File: config.mk
export PLATFORM = sky130hd
export DESIGN_NAME = mem_port_arbiter
export DESIGN_NICKNAME = d
export VERILOG_FILES = /design/src/rtl/mem_port_arbiter.sv
export SDC_FILE = /design/constraint.sdc
export NUM_CORES = 1
export LEC_CHECK = 0
export CORE_MARGIN = 4
export CORE_UTILIZATION = 44
export CTS_CLUSTER_SIZE = 14
export DETAILED_ROUTE_END_ITERATION = 8
export GPL_ROUTABILITY_DRIVEN = 0
export GPL_TIMING_DRIVEN = 0
export PLACE_DENSITY = 0.9
export SYNTH_ARGS = -nofsm -noshare
export SYNTH_HDL_FRONTEND = slang
export SYNTH_SLANG_ARGS = --single-unit
File: constraint.sdc
create_clock -name CLK -period 3.9 [get_ports CLK]
set_input_delay 0.78 -clock CLK [delete_from_list [all_inputs] [get_ports CLK]]
set_output_delay 0.78 -clock CLK [all_outputs]
set_load 0.02 [all_outputs]
File: src/rtl/mem_port_arbiter.sv
// Two-requester arbiter over a byte-wide memory read port; assembles little-endian words.
// Define FIXED_PRIORITY_EN to make I always win ties (default: round-robin).
module mem_port_arbiter #(
  parameter int BYTE_SIZE  = 4,
  parameter int ADDR_WIDTH = 32
) (
  input  logic                   CLK,
  input  logic                   RESET,
  input  logic                   I_REQ,
  input  logic [ADDR_WIDTH-1:0]  I_ADDR,
  output logic                   I_GNT,
  output logic                   I_VALID,
  output logic [BYTE_SIZE*8-1:0] I_RD,
  input  logic                   D_REQ,
  input  logic [ADDR_WIDTH-1:0]  D_ADDR,
  output logic                   D_GNT,
  output logic                   D_VALID,
  output logic [BYTE_SIZE*8-1:0] D_RD,
  output logic                   MEM_EN,
  output logic [ADDR_WIDTH-1:0]  MEM_ADDR,
  input  logic [7:0]             MEM_RD
);

  typedef enum logic [1:0] {
    S_IDLE,
    S_READ,
    S_DONE
  } state_t;

  state_t r_state;
  state_t w_next;

  logic [2:0]            r_cnt;
  logic [ADDR_WIDTH-1:0] r_base;
  logic                  r_owner_d;
  logic                  r_i_valid;
  logic                  r_d_valid;
  logic [BYTE_SIZE*8-1:0] r_i_rd;
  logic [BYTE_SIZE*8-1:0] r_d_rd;

  logic w_any_req;
  logic w_pick_d;
  logic w_last_lane;

  assign w_any_req   = I_REQ | D_REQ;
  assign w_last_lane = (r_cnt == 3'(BYTE_SIZE - 1));

`ifdef FIXED_PRIORITY_EN
  assign w_pick_d = D_REQ & ~I_REQ;
`else
  // Pointer remembers whether D was served last; reset as "D last".
  logic r_last_d;
  assign w_pick_d = D_REQ & (~I_REQ | ~r_last_d);

  always_ff @(posedge CLK) begin
    if (RESET) begin
      r_last_d <= 1'b1;
    end else if (r_state == S_IDLE && w_any_req) begin
      r_last_d <= w_pick_d;
    end
  end
`endif

  always_ff @(posedge CLK) begin
    if (RESET) begin
      r_state <= S_IDLE;
    end else begin
      r_state <= w_next;
    end
  end

  always_comb begin
    w_next   = r_state;
    I_GNT    = 1'b0;
    D_GNT    = 1'b0;
    MEM_EN   = 1'b0;
    MEM_ADDR = '0;
    unique case (r_state)
      S_IDLE: begin
        if (w_any_req) begin
          I_GNT  = ~w_pick_d;
          D_GNT  = w_pick_d;
          w_next = S_READ;
        end
      end
      S_READ: begin
        MEM_EN   = 1'b1;
        MEM_ADDR = r_base + ADDR_WIDTH'(r_cnt);
        if (w_last_lane) begin
          w_next = S_DONE;
        end
      end
      S_DONE: begin
        w_next = S_IDLE;
      end
      default: begin
        w_next = S_IDLE;
      end
    endcase
  end

  always_ff @(posedge CLK) begin
    if (RESET) begin
      r_cnt     <= '0;
      r_base    <= '0;
      r_owner_d <= 1'b0;
      r_i_valid <= 1'b0;
      r_d_valid <= 1'b0;
      r_i_rd    <= '0;
      r_d_rd    <= '0;
    end else begin
      r_i_valid <= 1'b0;
      r_d_valid <= 1'b0;
      unique case (r_state)
        S_IDLE: begin
          if (w_any_req) begin
            r_base    <= w_pick_d ? D_ADDR : I_ADDR;
            r_owner_d <= w_pick_d;
            r_cnt     <= '0;
          end
        end
        S_READ: begin
          // Lanes land directly in the owner's output register.
          for (int k = 0; k < BYTE_SIZE; k++) begin
            if (r_cnt == 3'(k)) begin
              if (r_owner_d) begin
                r_d_rd[8*k +: 8] <= MEM_RD;
              end else begin
                r_i_rd[8*k +: 8] <= MEM_RD;
              end
            end
          end
          r_cnt <= r_cnt + 3'd1;
          if (w_last_lane) begin
            r_i_valid <= ~r_owner_d;
            r_d_valid <= r_owner_d;
          end
        end
        default: begin
        end
      endcase
    end
  end

  assign I_VALID = r_i_valid;
  assign D_VALID = r_d_valid;
  assign I_RD    = r_i_rd;
  assign D_RD    = r_d_rd;

endmodule

# Yosys cells after proc, flatten, opt, wreduce, memory -nomap -nowiden
# Index checks and enable logic that the tools add are counted.
# word_totals
reg_bits	105
wordCells	60
# classes
add_sub_neg	2
n_eq_ne	6
mux	12
bitwise	9
n_reduce_logical	16
# op_table
operator	count
32-bit two-way mux	2
32-bit by 3-bit adder with 32-bit output	1
3-bit AND reduction	8
3-bit by 2-bit equality test with 1-bit output (second input constant)	2
1-bit NOT	6
3-bit case mux with 2 select lines	1
2-bit AND reduction	3
1-bit two-way mux	5
2-bit two-way mux	2
2-bit inequality test (second input constant)	2
2-bit case mux with 2 select lines	1
3-bit by 1-bit adder with 3-bit output (second input constant)	1
3-bit by 1-bit equality test with 1-bit output (second input constant)	1
3-bit zero test	1
3-bit two-way mux	1
3-bit OR reduction	1
2-bit by 1-bit equality test with 1-bit output (second input constant)	1
2-bit zero test	1
1-bit OR	2
2-bit nonzero test	1
1-bit bitwise AND	1
1-bit logical AND	1

# Depth between registers and ports, before layout
# logic_depth
depth_word	6
depth_mapped	8

# Worst setup path after synthesis
# Ideal clock, no wire load.
# synth_timing
path_kind	register -> output
from	register r_cnt[0]
to	output port MEM_ADDR[30]
arrival_ps	2526
setup_slack_ps	594
path_stages_with_launch	9
path_cell_list	dfxtp_1 -> ha_1 -> inv_1 -> fa_1 -> nand2b_1 -> a211o_1 -> or3_4 -> or3_1 -> a21oi_1
# synth_via
elab_chain_cells	2
# synth_lines
element	line	text
start, declared	33	logic [2:0] r_cnt;
start signal, assigned	133	r_cnt <= r_cnt + 3'd1;
32-bit by 3-bit adder with 32-bit output	88	MEM_ADDR = r_base + ADDR_WIDTH'(r_cnt);
32-bit two-way mux	78	unique case (r_state)
end, declared	20	output logic [ADDR_WIDTH-1:0] MEM_ADDR,
# Every way passes these cells.

# Worst setup path in the final report
# Ends and elaborated chain as after synthesis.

==> impl_metrics.tcl <==
set metrics [dict create \
    max_stage_delay_ns 0.39 \
    min_period_ns 3.840 \
    route.detailed.drc 0 \
    start_util_pct 45.31 \
    holdCritPathClass "flip-flop to flip-flop" \
    synth.top_cells.by_count "105 x dfxtp_1, 100 x nand2_1, 81 x a21oi_1" \
    outcome "finished, final reports clean" \
    dieArea_sq_um 12400 \
    insertion_delay_ns 0.38 \
    ir_drop_v 0.0002451 \
    crit_type "flip-flop to primary output" \
    numCtsBuffers 9 \
    ant_nets 0 \
    nets 858 \
    ys_ff_latch 105 \
    clock_skew_ns 0.01575 \
    dr_total_vias 5220 \
    avgRoutedWirePerCell_um 16.97 \
    syn-instance-count 595 \
    grt_pass1_vias 5165 \
    max_freq_mhz 260.4 \
    num_io_pins 177 \
    crit_buf_inv 2 \
    whs_endpoint "D_RD[27]$_SDFFE_PP0P_" \
    portBuffers 167 \
    hp-start "D_RD[27]$_SDFFE_PP0P_" \
    rsz0062_at_grt "true" \
    post-synth-top-count-cell "dfxtp_1" \
    synthTopCellsByArea "dfxtp_1 45%, a21oi_1 8.6%, nand2_1 8.0%" \
    cts_root_buf "clkbuf_8" \
    whs_path_depth 2 \
    postSynthNetCount 680 \
    reg2reg_depth 8 \
    core_sq_um 10370 \
    die_y_um 111.3 \
    cp-start-kind "flip-flop" \
    hold_buffers 0 \
    track_usage_pct 24.14 \
    syn_area_sq_um 4698 \
    critPathMaxFanout 6 \
    hpwl_um 11780 \
    cp.arrival_ns 3.06 \
    grt_pass1_wl_um 24760 \
    slew_viol_final 0 \
    synth_cell_types 36 \
    diodes 0 \
    synth_top_area_share_pct 44.74 \
    worst_pin_slew_ns 0.5677 \
    num_rows 37 \
    drt_iter0_drc 451 \
    clock_path_buffers 2 \
    synth_area_per_cell_sq_um 7.896 \
    fp.dieW_um 111.3 \
    fill_cells 851 \
    critical_path_required_ns 3.12 \
    synth-async-reset-ratio_pct 0 \
    dp_slack_ns -0.05091 \
    cp_cell_sequence "ha_1 > inv_1 > fa_1 > nand2b_1 > a211o_4 > or3_4 > or3_1 > a21oi_2 > buf_4" \
    hold_viol 0 \
    setup.worst_path.end_class "primary output" \
    synthFlopType "dfxtp_1" \
    relSlewSlack_pct 62.01 \
    drive_above_1_share_pct 4.756 \
    cts_resized 14 \
    grt.overflow.total 0 \
    setup_ws_ns 0.05984 \
    routed_wl_um 15510 \
    p_leak_nw 2.333 \
    synth_warnings 0 \
    finalSetupViolCount 0 \
    antenna_found_initial 0 \
    clock-sinks 105 \
    dr.pass1.iters 8 \
    postCtsSetupRepairBufs 0 \
    synth_top_cell_by_area "dfxtp_1" \
    grt_max_degree 21 \
    cts_tree "done" \
    synth-edff-count 0 \
    fin_crit_sh_pct 98.47 \
    reg2reg_slack_ns 1.94 \
    ys_seq_area_share_pct 44.74 \
    worstReg2RegStart "r_state[1]$_SDFFE_PP0P_" \
    finalPower_mw 2.247 \
    cp_slowest_cell "dfxtp_4" \
    htree_num_levels 3 \
    cellPowerDensity_nw_per_um2 331.8 \
    clk_pin_slew_ns 0.11 \
    area_growth_pct 44.13 \
    viasPerCell 5.711 \
    cpLargestDelayFamily "simple AND/OR/NAND/NOR gates" \
    r2r_end "D_RD[5]$_SDFFE_PP0P_" \
    drv_cap 0 \
]
## cell families after synthesis
group                    Yosys count  synth area share [%]
multiplexers                       5                 1.065
adder cells (fa/ha/maj)            9                 2.557
XOR/XNOR                          24                 4.474
AND/OR/NAND/NOR                  274                 26.42
flip-flops                       105                 44.74
buffers and inverters             58                 4.767
AO/OA/AOI/OAI                    120                 15.98
## registers in the layout, summed over array words and instances (netlist names)
signal,count
r_owner_d,1
D_VALID,1
r_base,32
r_cnt,3
I_RD,32
I_VALID,1
r_state,2
D_RD,32
r_last_d,1
## layout make-up
class,count,area (sq um),share of cell area (%)
inverters,8,30.03,0.4435
flip-flops and latches,105,2107,31.12
plain buffers,50,195.2,2.882
clock buffers,9,123.9,1.829
well taps,136,170.2,2.513
multi-input cells,432,2405,35.51
clock inverters,7,71.32,1.053
repair buffers,167,1669,24.65
## per-layer routing
layer	wire (um)	global-route usage, %	part of all wire, %
met1	5959	27.63	38
met2	7515	43.18	48
met3	1723	7.065	11
met4	313	7.867	2.0
met5	0	0	0
## stage by stage
stage                     setup TNS [ns]  instance area, sq um  instances  util, %  hold WS, ns
final                                  0                  6771        914    65.30       0.4594
after global routing             -0.1239                  6771        914    65.30       0.4825
after CTS                              0                  6743        914    65.02       0.4626
after detailed placement        -0.07804                  6540        898    63.07       0.4472
after global placement          -0.04180                  6540        898    63.07       0.4428
after floorplan                        0                  4698        595        -       0.4501
## report_power, final
group	internal, mW	switching [mW]	total [mW]
Combinational	0.185	0.228	0.412
Sequential	1.12	0.0473	1.16
Clock	0.252	0.419	0.671
Total	1.55	0.694	2.25
## worst min-delay path: stages (launching register included)
cell and delay, ns:
dfxtp_1 0.33, nand2_1 0.05, a21oi_1 0.05
## layout by cell type (no fill, tap or decap), types with 7 or more instances in the layout
cell | Yosys | final
clkbuf_8 | 0 | 9
a222oi_1 | 27 | 27
a21oi_1 | 81 | 79
xor2_1 | 14 | 14
inv_1 | 7 | 7
nor2_1 | 68 | 68
ha_1 | 8 | 8
nand2_1 | 100 | 100
clkbuf_1 | 42 | 41
nand3_1 | 61 | 61
clkdlybuf4s50_1 | 0 | 160
dfxtp_1 | 105 | 103
xnor2_1 | 10 | 10
## worst max path at each step
stage / end / slack, ns / from / depth (start not counted)
6_report: MEM_ADDR[30] / 0.06 / r_cnt[0]$_SDFFE_PP0P_ / 9
5_1_grt: MEM_ADDR[24] / -0.05 / r_cnt[0]$_SDFFE_PP0P_ / 9
3_5_place_dp: D_GNT / -0.05 / D_REQ / 5
4_1_cts: MEM_ADDR[24] / 0.02 / r_cnt[0]$_SDFFE_PP0P_ / 9
3_3_place_gp: MEM_ADDR[30] / -0.03 / r_cnt[0]$_SDFFE_PP0P_ / 9
2_1_floorplan: MEM_ADDR[30] / 0.59 / r_cnt[0]$_SDFFE_PP0P_ / 8
No activity file was read; power rests on OpenSTA's default activity.
